==> src/rtl/sa_ctrl_if.sv <==
// Host-side row streams of sa_ctrl: job input rows and replayed result rows.
// Signal names are given from the controller's point of view.
interface sa_ctrl_if #(
  parameter int unsigned WIDTH = 16,
  parameter int unsigned SIZE  = 4
);
  localparam int unsigned RW = SIZE * WIDTH;

  logic          i_in_vld;
  logic          o_in_rdy;
  logic [RW-1:0] i_in_row;
  logic          o_res_vld;
  logic          i_res_rdy;
  logic [RW-1:0] o_res_row;
  logic          o_res_last;

  // Controller side
  modport slave (
    input  i_in_vld, i_in_row, i_res_rdy,
    output o_in_rdy, o_res_vld, o_res_row, o_res_last
  );

  // Host / DMA side
  modport master (
    output i_in_vld, i_in_row, i_res_rdy,
    input  o_in_rdy, o_res_vld, o_res_row, o_res_last
  );
endinterface

==> src/rtl/sa_ctrl.sv <==
// sa_ctrl: host-side initiator for the systolic array. Loads SIZE B rows
// (weights) then streams SIZE A rows into the array, captures the SIZE result
// rows and replays them on a valid/ready stream.
// Optional: define SA_CTRL_TIMEOUT_EN to add a DRAIN watchdog that aborts the
// job (sets o_err, returns to IDLE) after 4*SIZE cycles without a result row.
module sa_ctrl #(
  parameter int unsigned WIDTH = 16,
  parameter int unsigned SIZE  = 4
) (
  input  logic                    clk,
  input  logic                    rst_n,
  sa_ctrl_if.slave                host,
  output logic                    o_sa_we,
  output logic                    o_sa_a_vld,
  output logic [SIZE*WIDTH-1:0]   o_sa_a_rows,
  output logic                    o_sa_c_vld,
  input  logic                    i_sa_c_vld,
  input  logic [SIZE*WIDTH-1:0]   i_sa_c_rows,
  output logic                    o_busy,
  output logic                    o_err
);
  localparam int unsigned RW = SIZE * WIDTH;
  localparam int unsigned CW = $clog2(SIZE) + 1;
  localparam int unsigned IW = (SIZE > 1) ? $clog2(SIZE) : 1;
`ifdef SA_CTRL_TIMEOUT_EN
  localparam int unsigned WD_LIM = 4 * SIZE;
  localparam int unsigned WW     = $clog2(WD_LIM) + 1;
`endif

  typedef enum logic [2:0] {ST_IDLE, ST_LOAD_B, ST_LOAD_A, ST_DRAIN, ST_OUT} state_t;

  state_t        r_state, w_state_nxt;
  logic [CW-1:0] r_row_cnt, w_row_cnt_nxt;
  logic [CW-1:0] r_res_cnt, w_res_cnt_nxt;
  logic [CW-1:0] r_rd_ptr, w_rd_ptr_nxt, w_rd_ptr_inc;
  logic [RW-1:0] r_buf [SIZE];

  logic          r_in_rdy, w_in_rdy_nxt;
  logic          r_sa_we, w_sa_we_nxt;
  logic          r_sa_a_vld, w_sa_a_vld_nxt;
  logic          r_sa_c_vld, w_sa_c_vld_nxt;
  logic [RW-1:0] r_sa_a_rows, w_sa_a_rows_nxt;
  logic          r_res_vld, w_res_vld_nxt;
  logic [RW-1:0] r_res_row, w_res_row_nxt;
  logic          r_res_last, w_res_last_nxt;
  logic          r_busy, w_busy_nxt;
  logic          r_err, w_err_nxt;

  logic          w_accept, w_cap, w_to_out;
  logic [RW-1:0] w_buf0, w_rd_row;
`ifdef SA_CTRL_TIMEOUT_EN
  logic [WW-1:0] r_wd, w_wd_nxt;
`endif

  // Handshake, result-capture qualification and buffer read ports
  assign w_accept     = host.i_in_vld & r_in_rdy;
  assign w_cap        = i_sa_c_vld && ((r_state == ST_LOAD_A) || (r_state == ST_DRAIN))
                        && (r_res_cnt < CW'(SIZE));
  assign w_buf0       = (w_cap && (r_res_cnt == '0)) ? i_sa_c_rows : r_buf[0];
  assign w_rd_ptr_inc = r_rd_ptr + CW'(1);
  assign w_rd_row     = r_buf[w_rd_ptr_inc[IW-1:0]];

  // Next-state and next-output logic
  always_comb begin
    w_state_nxt     = r_state;
    w_row_cnt_nxt   = r_row_cnt;
    w_res_cnt_nxt   = r_res_cnt + CW'(w_cap);
    w_rd_ptr_nxt    = r_rd_ptr;
    w_sa_we_nxt     = 1'b0;
    w_sa_a_vld_nxt  = 1'b0;
    w_sa_c_vld_nxt  = 1'b0;
    w_sa_a_rows_nxt = r_sa_a_rows;
    w_res_vld_nxt   = 1'b0;
    w_res_row_nxt   = r_res_row;
    w_res_last_nxt  = 1'b0;
    w_err_nxt       = r_err | (i_sa_c_vld & ~w_cap);
    w_to_out        = 1'b0;
`ifdef SA_CTRL_TIMEOUT_EN
    w_wd_nxt        = '0;
`endif
    case (r_state)
      ST_IDLE, ST_LOAD_B: begin
        if (w_accept) begin
          w_sa_we_nxt     = 1'b1;
          w_sa_a_vld_nxt  = 1'b1;
          w_sa_a_rows_nxt = host.i_in_row;
          if (r_row_cnt == CW'(SIZE - 1)) begin
            w_row_cnt_nxt = '0;
            w_state_nxt   = ST_LOAD_A;
          end else begin
            w_row_cnt_nxt = r_row_cnt + CW'(1);
            w_state_nxt   = ST_LOAD_B;
          end
        end
      end
      ST_LOAD_A: begin
        if (w_accept) begin
          w_sa_a_vld_nxt  = 1'b1;
          w_sa_c_vld_nxt  = 1'b1;
          w_sa_a_rows_nxt = host.i_in_row;
          if (r_row_cnt == CW'(SIZE - 1)) begin
            w_row_cnt_nxt = '0;
            if (w_res_cnt_nxt == CW'(SIZE)) w_to_out = 1'b1;
            else                            w_state_nxt = ST_DRAIN;
          end else begin
            w_row_cnt_nxt = r_row_cnt + CW'(1);
          end
        end
      end
      ST_DRAIN: begin
        if (w_res_cnt_nxt == CW'(SIZE)) w_to_out = 1'b1;
`ifdef SA_CTRL_TIMEOUT_EN
        else if (w_cap) w_wd_nxt = '0;
        else if (r_wd == WW'(WD_LIM - 1)) begin
          w_err_nxt     = 1'b1;
          w_state_nxt   = ST_IDLE;
          w_res_cnt_nxt = '0;
        end
        else w_wd_nxt = r_wd + WW'(1);
`endif
      end
      ST_OUT: begin
        w_res_vld_nxt  = 1'b1;
        w_res_last_nxt = r_res_last;
        if (host.i_res_rdy) begin
          if (r_rd_ptr == CW'(SIZE - 1)) begin
            w_state_nxt    = ST_IDLE;
            w_res_vld_nxt  = 1'b0;
            w_res_last_nxt = 1'b0;
            w_rd_ptr_nxt   = '0;
            w_res_cnt_nxt  = '0;
          end else begin
            w_rd_ptr_nxt   = w_rd_ptr_inc;
            w_res_row_nxt  = w_rd_row;
            w_res_last_nxt = (w_rd_ptr_inc == CW'(SIZE - 1));
          end
        end
      end
      default: w_state_nxt = ST_IDLE;
    endcase
    // Entering OUT presents buffer row 0 (bypassed if it lands this cycle)
    if (w_to_out) begin
      w_state_nxt    = ST_OUT;
      w_rd_ptr_nxt   = '0;
      w_res_vld_nxt  = 1'b1;
      w_res_row_nxt  = w_buf0;
      w_res_last_nxt = (SIZE == 1);
    end
    w_in_rdy_nxt = (w_state_nxt == ST_IDLE) || (w_state_nxt == ST_LOAD_B) ||
                   (w_state_nxt == ST_LOAD_A);
    w_busy_nxt   = (w_state_nxt != ST_IDLE);
  end

  // State, counters and registered outputs
  always_ff @(posedge clk or negedge rst_n) begin
    if (!rst_n) begin
      r_state     <= ST_IDLE;
      r_row_cnt   <= '0;
      r_res_cnt   <= '0;
      r_rd_ptr    <= '0;
      r_in_rdy    <= 1'b0;
      r_sa_we     <= 1'b0;
      r_sa_a_vld  <= 1'b0;
      r_sa_c_vld  <= 1'b0;
      r_sa_a_rows <= '0;
      r_res_vld   <= 1'b0;
      r_res_row   <= '0;
      r_res_last  <= 1'b0;
      r_busy      <= 1'b0;
      r_err       <= 1'b0;
`ifdef SA_CTRL_TIMEOUT_EN
      r_wd        <= '0;
`endif
    end else begin
      r_state     <= w_state_nxt;
      r_row_cnt   <= w_row_cnt_nxt;
      r_res_cnt   <= w_res_cnt_nxt;
      r_rd_ptr    <= w_rd_ptr_nxt;
      r_in_rdy    <= w_in_rdy_nxt;
      r_sa_we     <= w_sa_we_nxt;
      r_sa_a_vld  <= w_sa_a_vld_nxt;
      r_sa_c_vld  <= w_sa_c_vld_nxt;
      r_sa_a_rows <= w_sa_a_rows_nxt;
      r_res_vld   <= w_res_vld_nxt;
      r_res_row   <= w_res_row_nxt;
      r_res_last  <= w_res_last_nxt;
      r_busy      <= w_busy_nxt;
      r_err       <= w_err_nxt;
`ifdef SA_CTRL_TIMEOUT_EN
      r_wd        <= w_wd_nxt;
`endif
    end
  end

  // Result buffer; contents need no reset
  always_ff @(posedge clk) begin
    if (w_cap) r_buf[r_res_cnt[IW-1:0]] <= i_sa_c_rows;
  end

  assign host.o_in_rdy   = r_in_rdy;
  assign host.o_res_vld  = r_res_vld;
  assign host.o_res_row  = r_res_row;
  assign host.o_res_last = r_res_last;
  assign o_sa_we         = r_sa_we;
  assign o_sa_a_vld      = r_sa_a_vld;
  assign o_sa_c_vld      = r_sa_c_vld;
  assign o_sa_a_rows     = r_sa_a_rows;
  assign o_busy          = r_busy;
  assign o_err           = r_err;
endmodule

==> src/flat_wrapper.sv <==
// flat-port wrapper written by rule: the top's interface ports become plain ports
module sa_ctrl_flat 
#(
  parameter int unsigned WIDTH = 16,
  parameter int unsigned SIZE  = 4
)
  (clk, rst_n, o_sa_we, o_sa_a_vld, o_sa_a_rows, o_sa_c_vld, i_sa_c_vld, i_sa_c_rows, o_busy, o_err, host_i_in_vld, host_i_in_row, host_i_res_rdy, host_o_in_rdy, host_o_res_vld, host_o_res_row, host_o_res_last);
  sa_ctrl_if #(.WIDTH(WIDTH), .SIZE(SIZE)) host_i ();
  input  logic clk;
  input  logic rst_n;
  output logic o_sa_we;
  output logic o_sa_a_vld;
  output logic [SIZE*WIDTH-1:0] o_sa_a_rows;
  output logic o_sa_c_vld;
  input  logic i_sa_c_vld;
  input  logic [SIZE*WIDTH-1:0] i_sa_c_rows;
  output logic o_busy;
  output logic o_err;
  input wire logic [$bits(host_i.i_in_vld)-1:0] host_i_in_vld;
  input wire logic [$bits(host_i.i_in_row)-1:0] host_i_in_row;
  input wire logic [$bits(host_i.i_res_rdy)-1:0] host_i_res_rdy;
  output wire logic [$bits(host_i.o_in_rdy)-1:0] host_o_in_rdy;
  output wire logic [$bits(host_i.o_res_vld)-1:0] host_o_res_vld;
  output wire logic [$bits(host_i.o_res_row)-1:0] host_o_res_row;
  output wire logic [$bits(host_i.o_res_last)-1:0] host_o_res_last;
  assign host_i.i_in_vld = host_i_in_vld;
  assign host_i.i_in_row = host_i_in_row;
  assign host_i.i_res_rdy = host_i_res_rdy;
  assign host_o_in_rdy = host_i.o_in_rdy;
  assign host_o_res_vld = host_i.o_res_vld;
  assign host_o_res_row = host_i.o_res_row;
  assign host_o_res_last = host_i.o_res_last;
  sa_ctrl #(.WIDTH(WIDTH), .SIZE(SIZE)) u_core (.clk(clk), .rst_n(rst_n), .host(host_i), .o_sa_we(o_sa_we), .o_sa_a_vld(o_sa_a_vld), .o_sa_a_rows(o_sa_a_rows), .o_sa_c_vld(o_sa_c_vld), .i_sa_c_vld(i_sa_c_vld), .i_sa_c_rows(i_sa_c_rows), .o_busy(o_busy), .o_err(o_err));
endmodule
==> config.mk <==
export PLATFORM = sky130hd
export DESIGN_NAME = sa_ctrl_flat
export DESIGN_NICKNAME = d
export VERILOG_FILES = /design/src/rtl/sa_ctrl_if.sv /design/src/rtl/sa_ctrl.sv /design/src/flat_wrapper.sv
export SDC_FILE = /design/constraint.sdc
export NUM_CORES = 1
export LEC_CHECK = 0
export BUFFER_PORTS_ARGS = -buffer_cell sky130_fd_sc_hd__buf_2
export CORE_ASPECT_RATIO = 0.6
export CORE_UTILIZATION = 51
export CTS_CLUSTER_DIAMETER = 30
export DETAILED_ROUTE_END_ITERATION = 12
export PLACE_DENSITY = 0.79
export SKIP_LAST_GASP = 1
export SLEW_MARGIN = 20
export SYNTH_ARGS = -nofsm -noshare
export SYNTH_HDL_FRONTEND = slang
export SYNTH_SLANG_ARGS = --single-unit
==> constraint.sdc <==
create_clock -name clk -period 4.15 [get_ports clk]
set_input_delay 0.83 -clock clk [delete_from_list [all_inputs] [get_ports clk]]
set_output_delay 0.83 -clock clk [all_outputs]
set_load 0.01 [all_outputs]
# [Word level (Yosys, flattened, before mapping)]
# Memory sizes are Yosys's and may differ from the RTL's.
# Cells that the tools add are included.
[classes] n_lt_le_gt_ge=1 reduce_logical=17 n_bitwise=4 eq_ne=12 add_sub_neg=3 mux=40
[ops] cell="$mux W64" n=5
[ops] cell="$mux W3" n=15
[ops] cell="$eq A3 B2 Y1 const B" n=6
[ops] cell="$mux W1" n=17
[ops] cell="$pmux W3 S4" n=1
[ops] cell="$logic_not A3 Y1" n=3
[ops] cell="$add A3 B1 Y3 const B" n=2
[ops] cell="$eq A3 B1 Y1 const B" n=2
[ops] cell="$eq A3 B3 Y1 const B" n=2
[ops] cell="$reduce_and A2 Y1" n=2
[ops] cell="$reduce_bool A2 Y1" n=2
[ops] cell="$add A3 B1 Y3" n=1
[ops] cell="$logic_and A1 B1 Y1" n=3
[ops] cell="$logic_or A1 B1 Y1" n=3
[ops] cell="$lt A3 B3 Y1 const B" n=1
[ops] cell="$ne A3 B2 Y1 const B" n=1
[ops] cell="$reduce_and A3 Y1" n=1
[ops] cell="$reduce_bool A3 Y1" n=1
[ops] cell="$reduce_or A3 Y1" n=1
[ops] cell="$and A1 B1 Y1" n=2
[ops] cell="$mux W2" n=1
[ops] cell="$ne A2 B1 Y1 const B" n=1
[ops] cell="$pmux W1 S2" n=1
[ops] cell="$reduce_or A2 Y1" n=1
[ops] cell="other kinds (2)" n=2
[totals] n_memories=1 mem_bits_rw=256 input_bits=133 output_inout_bits=136 register_bits=148 wordCells=92
[memory_table] memory="u_core.r_buf" depth=4 word_bits=64 rd=2 rd_clocked_by_memory_dff=0 wr=1 line_no="sa_ctrl.sv:36" source="logic [RW-1:0] r_buf [SIZE];"

# [Depth between registers and ports, before layout]
# Gate-level depths: netlist of the first run.
[logic_depth] ltp_word=14 ltp_mapped=9 depth_no_buf=8

# [Worst setup path before layout of the first run]
# OpenSTA, ideal clock, no wires.
[synth_path] kind="input -> register" startpoint="in i_sa_c_vld" endpoint="mem u_core.r_buf[1][0] (netlist name) (enable)" path_slack_ps=-147 n_path_buf=0 setup_time_ps=487 t_arrival_ps=3810 cell_stages=4 required_ps=3663 path_cell_list="nand4bb_1 inv_1 nand2_1 nor2_1"
[synth_via] elab_chain_len=4
[synth_lines] item="start: declaration" line_no="flat_wrapper.sv:15" source="input logic i_sa_c_vld;"
[synth_lines] item="$logic_and A1 B1 Y1" line_no="sa_ctrl.sv:57" source="assign w_cap = i_sa_c_vld && ((r_state == ST_LOAD_A) || (r_state == ST_DRAIN))"
[synth_lines] item="$logic_and A1 B1 Y1" line_no="sa_ctrl.sv:58" source="&& (r_res_cnt < CW'(SIZE));"
[synth_lines] item="$mux W1" line_no="sa_ctrl.sv:197" source="if (w_cap) r_buf[r_res_cnt[IW-1:0]] <= i_sa_c_rows;"
[synth_lines] item="$mux W1 (not written as such)" line_no="sa_ctrl.sv:197"
[synth_lines] item="end: declaration" line_no="sa_ctrl.sv:36"
# No other way between the ends.

# [Final worst setup path of the first run]
[layout_path] startpoint="reg u_core.r_state[2]" endpoint="reg u_core.r_res_row[52], in the netlist u_core.host.o_res_row[52]"
[layout_via] elab_chain_len=12 elab_cells_between_ends=19 classes_between="1 x add/sub; 5 x eq/ne; 6 x mux; 7 x reduce/logical"
[layout_lines] item="start: declaration" line_no="sa_ctrl.sv:32" source="state_t r_state, w_state_nxt;"
[layout_lines] item="start signal: assignment" line_no="sa_ctrl.sv:175" source="r_state <= w_state_nxt;"
[layout_lines] item="$eq A3 B2 Y1" line_no="sa_ctrl.sv:57, sa_ctrl.sv:81"
[layout_lines] item="$logic_or A1 B1 Y1" line_no="sa_ctrl.sv:57"
[layout_lines] item="$logic_and A1 B1 Y1" line_no="sa_ctrl.sv:57"
[layout_lines] item="$logic_and A1 B1 Y1" line_no="sa_ctrl.sv:58"
[layout_lines] item="$add A3 B1 Y3" line_no="sa_ctrl.sv:67" source="w_res_cnt_nxt = r_res_cnt + CW'(w_cap);"
[layout_lines] item="$eq A3 B3 Y1" line_no="sa_ctrl.sv:103, sa_ctrl.sv:111"
[layout_lines] item="$mux W1" line_no="sa_ctrl.sv:103, sa_ctrl.sv:111"
[layout_lines] item="$mux W1" line_no="sa_ctrl.sv:101" source="if (r_row_cnt == CW'(SIZE - 1)) begin"
[layout_lines] item="$mux W1" line_no="sa_ctrl.sv:97" source="if (w_accept) begin"
[layout_lines] item="$pmux W1 S2" line_no="sa_ctrl.sv:81" source="case (r_state)"
[layout_lines] item="$ne A2 B1 Y1 (no line) / $reduce_bool A2 Y1 (equally long branches)"
[layout_lines] item="$reduce_and A3 Y1 (no line)"
[layout_lines] item="end signal: assignment" line_no="sa_ctrl.sv:185" source="r_res_row <= w_res_row_nxt;"
[layout_lines] item="end: declaration" line_no="sa_ctrl.sv:44" source="logic [RW-1:0] r_res_row, w_res_row_nxt;"
# Several ways; a longest one is shown, not always the timed one.
# A chain may end at the register's enable or synchronous reset.

==> out/results.ini, run 1 <==
[run_status]
run_status = completed

[setup_path]
reg2reg_to = u_core.host.o_res_row[52]
worstReg2RegStart = u_core.r_state[2]
data_required_time_at_the_worst_endpoint_ps = 4620
cell_repeated_most_along_the_worst_path = sky130_fd_sc_hd__ha_1
worstPathCellList = nand4bb_1 -> inv_1 -> ha_1 -> ha_1 -> or2_2 -> a2111oi_4 -> buf_12 -> a21oi_1 -> a32oi_1
critPathMaxStageDelay_ps = 560
crit_fanout = 94
timing.setup.critical_path_class = register to register
setup.reg_to_reg.worst_slack_ps = 1220
depth_of_the_worst_register_to_register_path = 9
endpoint_kind = register
setup.worst_path.start_class = register
cpMaxStageDelayCell = sky130_fd_sc_hd__dfrtp_1
arrival_time_at_the_worst_endpoint_ps = 3410
critical-path-top-delay-family = compound AO/OA/AOI/OAI gates
cp.buffers_inverters = 2

[yosys]
synth_edf_count = 256
syn-num-nets = 1267
synth_cell_types = 34
synthesis_warnings = 0
synth-main-ff-cell = sky130_fd_sc_hd__edfxtp_1
synthArstFlopShare_pct = 36.63
synth.yosys.seq_area_share_pct = 71.13
netlist_instances = 1127
netlist_area_before_placement_sq_um = 16010
ys_ff_latch = 404
synth_area_per_cell_sq_um = 14.21

[pwr]
pwr_density_cell_nw_per_um2 = 729.2
p_sw_share_pct = 32.10
cellInternalPower_mw = 9.677
vdd_ir_drop_max_mv = 0.4579
power.static_leakage_nw = 7.817
share_seq_of_total_power_pct = 40.8
clk_pwr_share_pct = 32.1
power.net_switching_mw = 4.575
combinationalPowerShare_pct = 27.0

[clocking]
postCtsSetupBuffers = 0
skew_pair_late_insertion_delay_ps = 560
post_cts_hold_buffer_count = 0
cts_num_sinks = 404
cts_tree = yes
cts-root-buf = sky130_fd_sc_hd__clkbuf_16
cts.repair.resized = 0
cts_max_path_buffers = 3
htreeDepth = 2
cts_inserted_buffers = 52
path_clk_slew_ps = 60

[route]
detailedRoute.firstPassIterationCount = 5
drt-wirelength-per-cell_um = 20.63
route.detailed.vias_per_inst = 5.669
initialDrtViolationCount = 923
wirelength_um = 38030
drcViolationCount = 0
via_count = 10448
ant_nets = 0

[sta]
rsz0062_at_grt = false
finalSetupTns_ps = 0
fmax_mhz = 340.7
setup-violations-final = 0
worst-slew-pin-transition_ps = 1075
final_slew_viol_count = 0
period_share_pct = 70.72
min_period_ps = 2935
max-slew-margin-rel_pct = 28.20
finClkSkew_ps = 15.89
endpoints_failing_hold = 0
crit_path_setup_slack_layout_ps = 1215

[placed_design]
routabilityCongestion = 0.8210
place_area_sq_um = 17750
hpwl_dp_um = 22050
detailedPlace.worstSlack_ps = 942.7
numPortBuffers = 268

[die]
initial_core_util_pct = 52.66
row_count = 49
area_inside_the_core_boundary_sq_um = 30410
ioPinCount = 269
die_x_um = 230.8
fp.dieH_um = 139.3
dieArea_sq_um = 32140

[global_routing]
grt_overall_usage_pct = 24.16
grt_most_used_layer = met2
grt.met1_usage_pct = 33.66
first_global_vias = 10782
met2_usage_pct = 38.94
antenna_violations_before_repair = 4
met3_usage_pct = 5.020
grt_first_pass_wirelength_um = 60120
grt_overflow = 0
grt_max_degree = 95

[layout]
final_core_utilization_pct = 64.27
area_delta_synth_final_pct = 22.04
final_cell_area_sq_um = 19540
final_nets = 1531
fillerInstances = 2230
drive_gt1_share_pct = 31.61

[min_path]
holdCritPathClass = input pin to asynchronous set/reset pin

[run]
drv_cap = 0

[cell families after synthesis]
kind of cell             count (synthesis)  share of synthesized area, %
AO/OA/AOI/OAI                          147                         6.391
XOR/XNOR                                 1                       0.05470
multiplexers                            64                         9.001
flip-flops                             404                         71.13
buffers and inverters                   81                         2.461
AND/OR/NAND/NOR                        423                         10.41
adder cells (fa/ha/maj)                  7                        0.5469
[area by class of cell]
| cell class | count | area, sq um | share of cell area (%) |
|---|---|---|---|
| flip-flops and latches | 404 | 11390 | 58.30 |
| multi-input cells | 642 | 4279 | 21.90 |
| repair buffers | 282 | 1528 | 7.817 |
| clock buffers | 60 | 1383 | 7.074 |
| well taps | 408 | 510.5 | 2.612 |
| clock inverters | 36 | 407.9 | 2.087 |
| inverters | 9 | 36.28 | 0.1857 |
| diodes | 2 | 5.005 | 0.02561 |
[power by group through the flow]
stage	clock network, mW	logic [mW]	registers, mW
final	4.58	3.85	5.82
after global routing	4.81	4.22	5.92
after CTS	4.64	3.90	5.82
after detailed placement	0	3.89	5.88
after global placement	0	3.76	5.84
after floorplan	0	2.26	6.02
[placed cells by master (no fill, tap or decap), drive strengths merged]
cell and n:
a2111oi 2, a211o 1, a211oi 2, a21boi 3, a21o 2, a21oi 71, a32oi 64, and3 2
and4bb 1, buf 282, bufinv 5, clkbuf 60, clkinv 16, clkinvlp 5, dfrtp 148, diode 2
edfxtp 256, ha 7, inv 19, mux4 64, nand2 395, nand2b 5, nand3 1, nand4b 2
nand4bb 2, nor2 10, nor3 2, nor4b 1, o21ai 2, or2 1, or3 1, xnor2 1
[cell usage after synthesis, types with 3 or more instances]
cell type / n / area, sq um
sky130_fd_sc_hd__edfxtp_1: 256 / 7687
sky130_fd_sc_hd__buf_4: 6 / 45.04
sky130_fd_sc_hd__dfrtp_1: 148 / 3704
sky130_fd_sc_hd__nand2b_1: 5 / 31.28
sky130_fd_sc_hd__a32oi_1: 64 / 560.5
sky130_fd_sc_hd__buf_1: 8 / 30.03
sky130_fd_sc_hd__ha_1: 7 / 87.58
sky130_fd_sc_hd__inv_1: 7 / 26.28
sky130_fd_sc_hd__a21oi_1: 71 / 355.3
sky130_fd_sc_hd__mux4_2: 64 / 1441
sky130_fd_sc_hd__clkbuf_1: 39 / 146.4
sky130_fd_sc_hd__buf_6: 7 / 78.83
sky130_fd_sc_hd__buf_2: 12 / 60.06
sky130_fd_sc_hd__nor2_1: 10 / 37.54
sky130_fd_sc_hd__a21boi_0: 3 / 22.52
sky130_fd_sc_hd__nand2_1: 395 / 1483
[state kept, by name, indices dropped and copies added, names as in the netlist]
register,count
u_core.host.o_in_rdy,1
u_core.host.o_res_last,1
u_core.host.o_res_row,64
u_core.host.o_res_vld,1
u_core.o_busy,1
u_core.o_err,1
u_core.o_sa_a_rows,64
u_core.o_sa_a_vld,1
u_core.o_sa_c_vld,1
u_core.o_sa_we,1
u_core.r_buf,256
u_core.r_rd_ptr,3
u_core.r_res_cnt,3
u_core.r_row_cnt,3
u_core.r_state,3
[layer usage]
layer  vias up  share of wire [%]  routed length, um
met5         -              0.066                 25
met3        75                7.4               2816
met1      5285                 42              15990
li1       4674                  -                  -
met2       410                 48              18370
met4         4                2.2                822
[how the worst max path moves through the flow]
| stage | start | to | slack, ps | cells after the start |
|---|---|---|---|---|
| global route | u_core.r_state[2] | u_core.host.o_res_row[43] | 1000 | 9 |
| CTS | u_core.r_state[2] | u_core.host.o_res_row[61] | 1250 | 9 |
| finish | u_core.r_state[2] | u_core.host.o_res_row[52] | 1220 | 9 |
| detailed placement | i_sa_c_vld | u_core.host.o_res_row[32] | 940 | 10 |
| floorplan | i_sa_c_vld | u_core.host.o_res_row[54] | 390 | 6 |
| global placement | i_sa_c_vld | u_core.host.o_res_row[50] | 1070 | 10 |
[worst register-to-register path, cell delays in order (launching register included)]
cell and delay [ps]:
sky130_fd_sc_hd__dfrtp_1 560, sky130_fd_sc_hd__nand4bb_1 220, sky130_fd_sc_hd__inv_1 100, sky130_fd_sc_hd__ha_1 190, sky130_fd_sc_hd__ha_1 280, sky130_fd_sc_hd__or2_2 330, sky130_fd_sc_hd__a2111oi_4 380, sky130_fd_sc_hd__buf_12 410
sky130_fd_sc_hd__a21oi_1 160, sky130_fd_sc_hd__a32oi_1 200
[stage by stage]
| step | hold WS [ps] | total power, mW | instances |
|---|---|---|---|
| after floorplan | 442.8 | 8.280 | 1127 |
| after global placement | 452.7 | 9.597 | 1745 |
| after detailed placement | 456.4 | 9.763 | 1745 |
| after CTS | 356.2 | 14.36 | 1841 |
| after global routing | 389.7 | 14.96 | 1842 |
| final | 341.8 | 14.25 | 1843 |
No activity file was read; power rests on OpenSTA's default activity.
==> run 2, diff against run 1 <==
--- a/config.mk
+++ b/config.mk
@@ -5,12 +5,13 @@
 export SDC_FILE = /design/constraint.sdc
 export NUM_CORES = 1
 export LEC_CHECK = 0
+export ABC_AREA = 1
 export BUFFER_PORTS_ARGS = -buffer_cell sky130_fd_sc_hd__buf_2
 export CORE_ASPECT_RATIO = 0.6
-export CORE_UTILIZATION = 51
+export CORE_UTILIZATION = 57
 export CTS_CLUSTER_DIAMETER = 30
 export DETAILED_ROUTE_END_ITERATION = 12
-export PLACE_DENSITY = 0.79
+export PLACE_DENSITY = 0.83
 export SKIP_LAST_GASP = 1
 export SLEW_MARGIN = 20
 export SYNTH_ARGS = -nofsm -noshare
==> constraint.sdc (replaced) <==
create_clock -name clk -period 2.9 [get_ports clk]
set_input_delay 0.58 -clock clk [delete_from_list [all_inputs] [get_ports clk]]
set_output_delay 0.58 -clock clk [all_outputs]
set_load 0.01 [all_outputs]
==> run 2 against run 1 <==
  * Register-to-register slack got worse by 1000 ps
  * Clock power increased by 53%
  * First-iteration DRC count increased by 48%
  * Critical path depth increased by 3
  * Synthesized cell count increased by 62%
  * Die area decreased by 2.4%
  * Global-route usage increased by 3.3 points
  * Hold slack got worse by 140 ps
  * Combinational power increased by 100%
  * Fmax increased by 8.1%
  * Non-clock buffer count increased by 15
  * Sequential power increased by 44%
  * Critical path type unchanged
  * Largest cell class unchanged
==> out/results.ini, run 2 <==
[run_status]
run_status = completed  ; unchanged

[pwr]
pwr_density_cell_nw_per_um2 = 1090  ; was 729.2 nW/um^2
power.static_leakage_nw = 9.589  ; was 7.817 nW
fin_total_pwr_mw = 23.13  ; was 14.25 mW
vdd_ir_drop_max_mv = 0.8715  ; was 0.4579 mV

[yosys]
synth_edf_count = 256  ; unchanged
synth_most_common_cell = sky130_fd_sc_hd__nand2_1  ; unchanged
synth_top_family_by_area = simple AND/OR/NAND/NOR gates  ; unchanged
xor_xnor_portion_of_the_synthesized_cell_area_pct = 0  ; was 0.05469%
ys_ff_latch = 404  ; unchanged
synth_area_per_cell_sq_um = 9.568  ; was 14.21 sq um
post_synth_and_or_nand_nor_area_fraction_pct = 23.98  ; was 10.41%
synthArstFlopShare_pct = 36.63  ; unchanged
synth-main-ff-cell = sky130_fd_sc_hd__edfxtp_1  ; unchanged
yosysTopAreaCell = sky130_fd_sc_hd__edfxtp_1  ; unchanged
synthesis_warnings = 0  ; unchanged
netlist_instances = 1826  ; was 1127
netlist_top_cells_area = sky130_fd_sc_hd__edfxtp_1 44%, sky130_fd_sc_hd__dfrtp_1 21%, sky130_fd_sc_hd__nand2_1 17%  ; was sky130_fd_sc_hd__edfxtp_1 48%, sky130_fd_sc_hd__dfrtp_1 23%, sky130_fd_sc_hd__nand2_1 9.3%
syn-num-nets = 1966  ; was 1267
synth-adder-area-share_pct = 0.5013  ; was 0.5469%
synth_cell_types = 28  ; was 34
mux_contribution_to_synthesized_area_pct = 0  ; was 9.001%
yosys-top-cells-count = 789 x sky130_fd_sc_hd__nand2_1, 256 x sky130_fd_sc_hd__edfxtp_1, 148 x sky130_fd_sc_hd__dfrtp_1  ; was 395 x sky130_fd_sc_hd__nand2_1, 256 x sky130_fd_sc_hd__edfxtp_1, 148 x sky130_fd_sc_hd__dfrtp_1
synth.top_cell.area_share_pct = 44.00  ; was 48.00%
synthesized_area_fraction_occupied_by_ao_oa_aoi_and_oai_cells_pct = 5.622  ; was 6.391%
netlist_area_before_placement_sq_um = 17470  ; was 16010 sq um
synth.yosys.seq_area_share_pct = 65.20  ; was 71.13%

[setup_path]
setup.worst_path.start_class = register  ; unchanged
crit_fanout = 134  ; was 94
worstReg2RegStart = u_core.r_state[1]  ; was u_core.r_state[2]
timing.setup.critical_path_class = register to register  ; unchanged
arrival_time_at_the_worst_endpoint_ps = 3200  ; was 3410 ps
setup.reg_to_reg.worst_slack_ps = 190  ; was 1220 ps
setup.worst_path.end = u_core.host.o_res_row[58]  ; was u_core.host.o_res_row[52]
endpoint_kind = register  ; unchanged
depth_of_the_worst_register_to_register_path = 12  ; was 9
data_required_time_at_the_worst_endpoint_ps = 3380  ; was 4620 ps
reg2reg_to = u_core.host.o_res_row[58]  ; was u_core.host.o_res_row[52]
setup.worst_path.start = u_core.r_state[1]  ; was u_core.r_state[2]

[layout]
final_nets = 2217  ; was 1531
antenna_cells_inserted = 0  ; was 2
largest_register_ff_count = 256  ; unchanged
fillerInstances = 2178  ; was 2230
final_core_utilization_pct = 70.66  ; was 64.27%
layout.cells.most_common = sky130_fd_sc_hd__nand2_1  ; unchanged
area_delta_synth_final_pct = 21.51  ; was 22.04%
most-common-layout-cells = 788 x sky130_fd_sc_hd__nand2_1, 267 x sky130_fd_sc_hd__buf_2, 256 x sky130_fd_sc_hd__edfxtp_1  ; was 395 x sky130_fd_sc_hd__nand2_1, 267 x sky130_fd_sc_hd__buf_2, 256 x sky130_fd_sc_hd__edfxtp_1
finalNonFillerCells = 2532  ; was 1843
drive_gt1_share_pct = 19.63  ; was 31.61%

[placed_design]
dp_cells = 2427  ; was 1745
hpwl_dp_um = 24410  ; was 22050 um
routabilityCongestion = 0.8284  ; was 0.8210
numPortBuffers = 268  ; unchanged
detailedPlace.worstSlack_ps = 108.3  ; was 942.7 ps

[sta]
setup-violations-final = 0  ; unchanged
fmax_mhz = 368.5  ; was 340.7 MHz
rsz0062_at_grt = false  ; unchanged
worst-slew-pin-transition_ps = 923.1  ; was 1075 ps
max-slew-margin-rel_pct = 38.46  ; was 28.20%
endpoints_failing_hold = 0  ; unchanged
finalSetupTns_ps = 0  ; unchanged
min_period_ps = 2714  ; was 2935 ps
period_share_pct = 93.57  ; was 70.72%
crit_path_setup_slack_layout_ps = 186.4  ; was 1215 ps
finClkSkew_ps = 12.94  ; was 15.89 ps
final_slew_viol_count = 0  ; unchanged

[clocking]
path_clk_slew_ps = 60  ; about the same
cts-root-buf = sky130_fd_sc_hd__clkbuf_16  ; unchanged
skew_pair_late_insertion_delay_ps = 580  ; was 560 ps
htreeDepth = 2  ; unchanged
postCtsSetupBuffers = 0  ; unchanged
cts_max_path_buffers = 3  ; unchanged
cts_tree = yes  ; unchanged
cts_num_sinks = 404  ; unchanged
cts_inserted_buffers = 55  ; was 52

[global_routing]
first_global_vias = 12944  ; was 10782
grt_first_pass_wirelength_um = 67970  ; was 60120 um
grt_max_degree = 135  ; was 95
grt_overflow = 0  ; unchanged
grt_overall_usage_pct = 27.44  ; was 24.16%
antenna_violations_before_repair = 1  ; was 4

[route]
wirelength_um = 43380  ; was 38030 um
initialDrtViolationCount = 1366  ; was 923
drt-wirelength-per-cell_um = 17.13  ; was 20.63 um
route.detailed.vias_per_inst = 5.391  ; was 5.669
ant_nets = 0  ; unchanged
drcViolationCount = 0  ; unchanged
detailedRoute.firstPassIterationCount = 6  ; was 5
via_count = 13651  ; was 10448

[die]
ioPinCount = 269  ; unchanged
dieArea_sq_um = 31380  ; was 32140 sq um
area_inside_the_core_boundary_sq_um = 30040  ; was 30410 sq um
row_count = 49  ; unchanged
fp.dieH_um = 137.6  ; was 139.3 um
initial_core_util_pct = 58.15  ; was 52.66%
die_x_um = 228.0  ; was 230.8 um

[min_path]
holdCritPathClass = input pin to register  ; was input pin to asynchronous set/reset pin

[run]
drv_cap = 0  ; unchanged

run 2: cell types whose count changed after synthesis, sizes merged, moves of 30 or more:
cell	change
nor2	+125
mux4	-64
a32oi	-64
nand3	+30
o21ai	+178
buf	+35
nand3b	+63
inv	+81
nand2	+398
a21oi	-63
run 2: layout make-up:
| type | instances | area (sq um) | share of cell area, % |
|---|---|---|---|
| Multi-Input combinational cell | 1229 | 5326 | 25.09 |
| Clock buffer | 63 | 1416 | 6.672 |
| Timing Repair Buffer | 297 | 1718 | 8.093 |
| Sequential cell | 404 | 11390 | 53.68 |
| Inverter | 90 | 345.3 | 1.627 |
| Clock inverter | 41 | 516.7 | 2.434 |
| Tap cell | 408 | 510.5 | 2.405 |
run 2: worst max-delay path, stage by stage (launching register included):
cell	delay, ps
sky130_fd_sc_hd__dfrtp_1	500
sky130_fd_sc_hd__nand2_1	180
sky130_fd_sc_hd__nor2_4	120
sky130_fd_sc_hd__ha_1	180
sky130_fd_sc_hd__ha_1	250
sky130_fd_sc_hd__nor2_1	160
sky130_fd_sc_hd__nand3_1	140
sky130_fd_sc_hd__nor2_2	260
sky130_fd_sc_hd__nand2_4	80
sky130_fd_sc_hd__buf_12	260
sky130_fd_sc_hd__nand2_1	190
sky130_fd_sc_hd__nor2_1	60
sky130_fd_sc_hd__a21oi_1	140
run 2: cell families after synthesis:
family / after synthesis
compound gates: 192
flops: 404
fa+ha+maj: 7
buf+inv: 193
simple gates: 1030
run 2: stage by stage:
stage               hold slack, ps  cell area, sq um
finish                       197.6             21230
global placement             456.4             19280
global route                 185.5             21230
floorplan                    284.4             17510
CTS                          172.8             21230
detailed placement           459.2             19280
run 2: layer usage:
metal | routed length, um | GRT usage (%) | vias up
li1 | - | - | 6444
met1 | 18770 | 39.10 | 6472
met2 | 20100 | 44.05 | 668
met3 | 3764 | 4.491 | 67
met4 | 745 | 7.830 | 0
met5 | 0 | 0 | -
run 2: worst min path at each step:
stage / from / cells past startpoint / to
4_1_cts: host_i_in_row[63] / 3 / u_core.o_sa_a_rows[63]
2_1_floorplan: rst_n / 0 / u_core.host.o_in_rdy
6_report: host_i_in_row[54] / 3 / u_core.o_sa_a_rows[54]
3_5_place_dp: u_core.o_sa_a_rows[50] / 2 / u_core.o_sa_a_rows[50]
5_1_grt: host_i_in_row[2] / 3 / u_core.o_sa_a_rows[2]
3_3_place_gp: u_core.o_sa_a_rows[54] / 2 / u_core.o_sa_a_rows[54]
run 2: power by group:
part	switching (mW)	total, mW	leakage, nW	internal (mW)
combinational	5.12	7.73	4.60	2.61
clock	2.64	7.02	0.926	4.38
sequential	0.722	8.38	4.06	7.66
run 2: timing repair:
action                     in CTS  in global routing
hold endpoints to repair       54                  0
resized for setup               0                  1
hold buffers                    1                  0
setup endpoints to repair       0                 35
==> run 3, diff against run 2 <==
--- a/config.mk
+++ b/config.mk
@@ -11,7 +11,9 @@
 export CORE_UTILIZATION = 57
 export CTS_CLUSTER_DIAMETER = 30
 export DETAILED_ROUTE_END_ITERATION = 12
+export GPL_ROUTABILITY_DRIVEN = 1
 export PLACE_DENSITY = 0.83
+export RECOVER_POWER = 25
 export SKIP_LAST_GASP = 1
 export SLEW_MARGIN = 20
 export SYNTH_ARGS = -nofsm -noshare
==> run 3 against run 2 <==
  * Clock power hardly changed
  * Wire length fell by 0.12%
  * Final cell count is the same
  * Die area unchanged
  * Worst setup slack got worse by 17 ps
  * Register-to-register slack got worse by 20 ps
  * Sequential share of layout area rose by 0.20 points
  * First-iteration DRC count down 3.3%
  * Non-clock buffer count stayed put
  * Core utilization decreased by 0.26 points
  * Via count down 0.21%
  * Sequential power about the same
  * Critical endpoint unchanged
  * Largest power group unchanged
==> out/results.ini, run 3 (synthesis results as in run 2) <==
[run]
drv_cap = 0  ; unchanged

[layout]
fillerInstances = 2200  ; was 2178
drive_gt1_share_pct = 16.71  ; was 19.63%
area_delta_synth_final_pct = 21.06  ; was 21.51%
largest_register_ff_count = 256  ; unchanged
antenna_cells_inserted = 0  ; unchanged
final_core_utilization_pct = 70.40  ; was 70.66%
final_cell_area_sq_um = 21150  ; was 21230 sq um
most-common-layout-cells = 788 x sky130_fd_sc_hd__nand2_1, 256 x sky130_fd_sc_hd__edfxtp_1, 205 x sky130_fd_sc_hd__buf_2  ; was 788 x sky130_fd_sc_hd__nand2_1, 267 x sky130_fd_sc_hd__buf_2, 256 x sky130_fd_sc_hd__edfxtp_1
final_nets = 2217  ; unchanged
layout.cells.most_common = sky130_fd_sc_hd__nand2_1  ; unchanged

[global_routing]
grt_overall_usage_pct = 27.44  ; unchanged
grt_max_degree = 135  ; unchanged
grt_first_pass_wirelength_um = 67970  ; unchanged
grt_overflow = 0  ; unchanged
first_global_vias = 12944  ; unchanged
antenna_violations_before_repair = 0  ; was 1

[clocking]
htreeDepth = 2  ; unchanged
skew_pair_late_insertion_delay_ps = 570  ; was 580 ps
cts_max_path_buffers = 3  ; unchanged
path_clk_slew_ps = 60  ; about the same
cts-root-buf = sky130_fd_sc_hd__clkbuf_16  ; unchanged
cts_inserted_buffers = 55  ; unchanged
postCtsSetupBuffers = 0  ; unchanged
cts_tree = yes  ; unchanged
cts_num_sinks = 404  ; unchanged

[pwr]
pwr_density_cell_nw_per_um2 = 1093  ; was 1090 nW/um^2
vdd_ir_drop_max_mv = 0.8651  ; was 0.8715 mV
power.static_leakage_nw = 9.418  ; was 9.589 nW

[setup_path]
depth_of_the_worst_register_to_register_path = 12  ; unchanged
timing.setup.critical_path_class = register to register  ; unchanged
data_required_time_at_the_worst_endpoint_ps = 3380  ; about the same
cpMaxStageDelayCell = sky130_fd_sc_hd__dfrtp_1  ; unchanged
worstPathCellList = nand2_1 -> nor2_4 -> ha_1 -> ha_1 -> nor2_1 -> nand3_1 -> nor2_2 -> nand2_4 -> buf_12 -> nand2_1 -> nor2_1 -> a21oi_1  ; unchanged
setup.worst_path.start_class = register  ; unchanged
critPathMaxStageDelay_ps = 510  ; was 500 ps
arrival_time_at_the_worst_endpoint_ps = 3210  ; was 3200 ps
crit_fanout = 134  ; unchanged
endpoint_kind = register  ; unchanged

[run_status]
run_status = completed  ; unchanged

[route]
route.detailed.vias_per_inst = 5.380  ; was 5.391
detailedRoute.firstPassIterationCount = 5  ; was 6
drcViolationCount = 0  ; unchanged
initialDrtViolationCount = 1321  ; was 1366
via_count = 13623  ; was 13651
wirelength_um = 43320  ; was 43380 um
ant_nets = 0  ; unchanged
drt-wirelength-per-cell_um = 17.11  ; was 17.13 um

[sta]
crit_path_setup_slack_layout_ps = 169.4  ; was 186.4 ps
min_period_ps = 2731  ; was 2714 ps
worst-slew-pin-transition_ps = 914.7  ; was 923.1 ps
final_slew_viol_count = 0  ; unchanged
period_share_pct = 94.16  ; was 93.57%
endpoints_failing_hold = 0  ; unchanged
setup-violations-final = 0  ; unchanged
rsz0062_at_grt = false  ; unchanged
finalSetupTns_ps = 0  ; unchanged
fmax_mhz = 366.2  ; was 368.5 MHz
finClkSkew_ps = 12.15  ; was 12.94 ps
max-slew-margin-rel_pct = 39.02  ; was 38.46%

[placed_design]
place_area_sq_um = 19280  ; unchanged
hpwl_dp_um = 24410  ; unchanged
routabilityCongestion = 0.8284  ; unchanged
numPortBuffers = 268  ; unchanged
detailedPlace.worstSlack_ps = 108.3  ; unchanged

[min_path]
holdCritPathClass = input pin to register  ; unchanged
worst_hold_path.num_cells = 3  ; unchanged

[die]
fp.dieH_um = 137.6  ; unchanged
die_x_um = 228.0  ; unchanged
initial_core_util_pct = 58.15  ; unchanged
area_inside_the_core_boundary_sq_um = 30040  ; unchanged
dieArea_sq_um = 31380  ; unchanged
ioPinCount = 269  ; unchanged
row_count = 49  ; unchanged

run 3: per-stage QoR:
stage | total power [mW] | hold WS (ps) | instances
after global placement | 15.80 | 456.4 | 2427
after detailed placement | 16.05 | 459.2 | 2427
after floorplan | 13.26 | 284.4 | 1826
after global routing | 24.50 | 185.5 | 2532
final | 23.11 | 198.1 | 2532
after CTS | 23.16 | 172.8 | 2532
run 3: critical path: cells and delay by family (launching register included):
kind                       cells  cell delay [ps]
AOI/OAI and AO/OA              1              140
adders and majority gates      2              430
buffers and inverters          1              270
DFF                            1              510
and+or+nand+nor                8             1220
run 3: final timing paths:
| path | slack (ps) | start | to |
|---|---|---|---|
| worst min register to register | 470 | u_core.o_sa_a_rows[35] | u_core.o_sa_a_rows[35] |
| worst max register to register | 170 | u_core.r_state[1] | u_core.host.o_res_row[58] |
| worst min-delay path | 200 | host_i_in_row[54] | u_core.o_sa_a_rows[54] |
| min in group asynchronous | 550 | rst_n | u_core.o_sa_a_rows[10] |
| max in group asynchronous | 1630 | rst_n | u_core.host.o_res_row[56] |
| worst max-delay path | 170 | u_core.r_state[1] | u_core.host.o_res_row[58] |
run 3: routing by layer:
| layer | wire [um] | track usage (%) |
|---|---|---|
| met1 | 18970 | 39.10 |
| met2 | 20070 | 44.05 |
| met3 | 3485 | 4.491 |
| met4 | 799 | 7.830 |
| met5 | 0 | 0 |
run 3: timing repair:
item	in CTS	in global routing
gates resized for setup	0	1
hold buffers	1	0
setup endpoints to repair	0	35
endpoints found under the hold margin	54	0
run 3: final cells by class:
| class | count | area (sq um) | area share [%] |
|---|---|---|---|
| clock buffers | 63 | 1416 | 6.697 |
| flip-flops and latches | 404 | 11390 | 53.87 |
| well taps | 408 | 510.5 | 2.414 |
| inverters | 90 | 345.3 | 1.633 |
| repair buffers | 297 | 1640 | 7.756 |
| clock inverters | 41 | 516.7 | 2.443 |
| multi-input cells | 1229 | 5326 | 25.18 |
run 3: power breakdown:
group / total, mW / internal (mW) / switching [mW]
clock: 7.03 / 4.38 / 2.65
sequential: 8.38 / 7.66 / 0.720
combinational: 7.71 / 2.59 / 5.11
total: 23.1 / 14.6 / 8.48
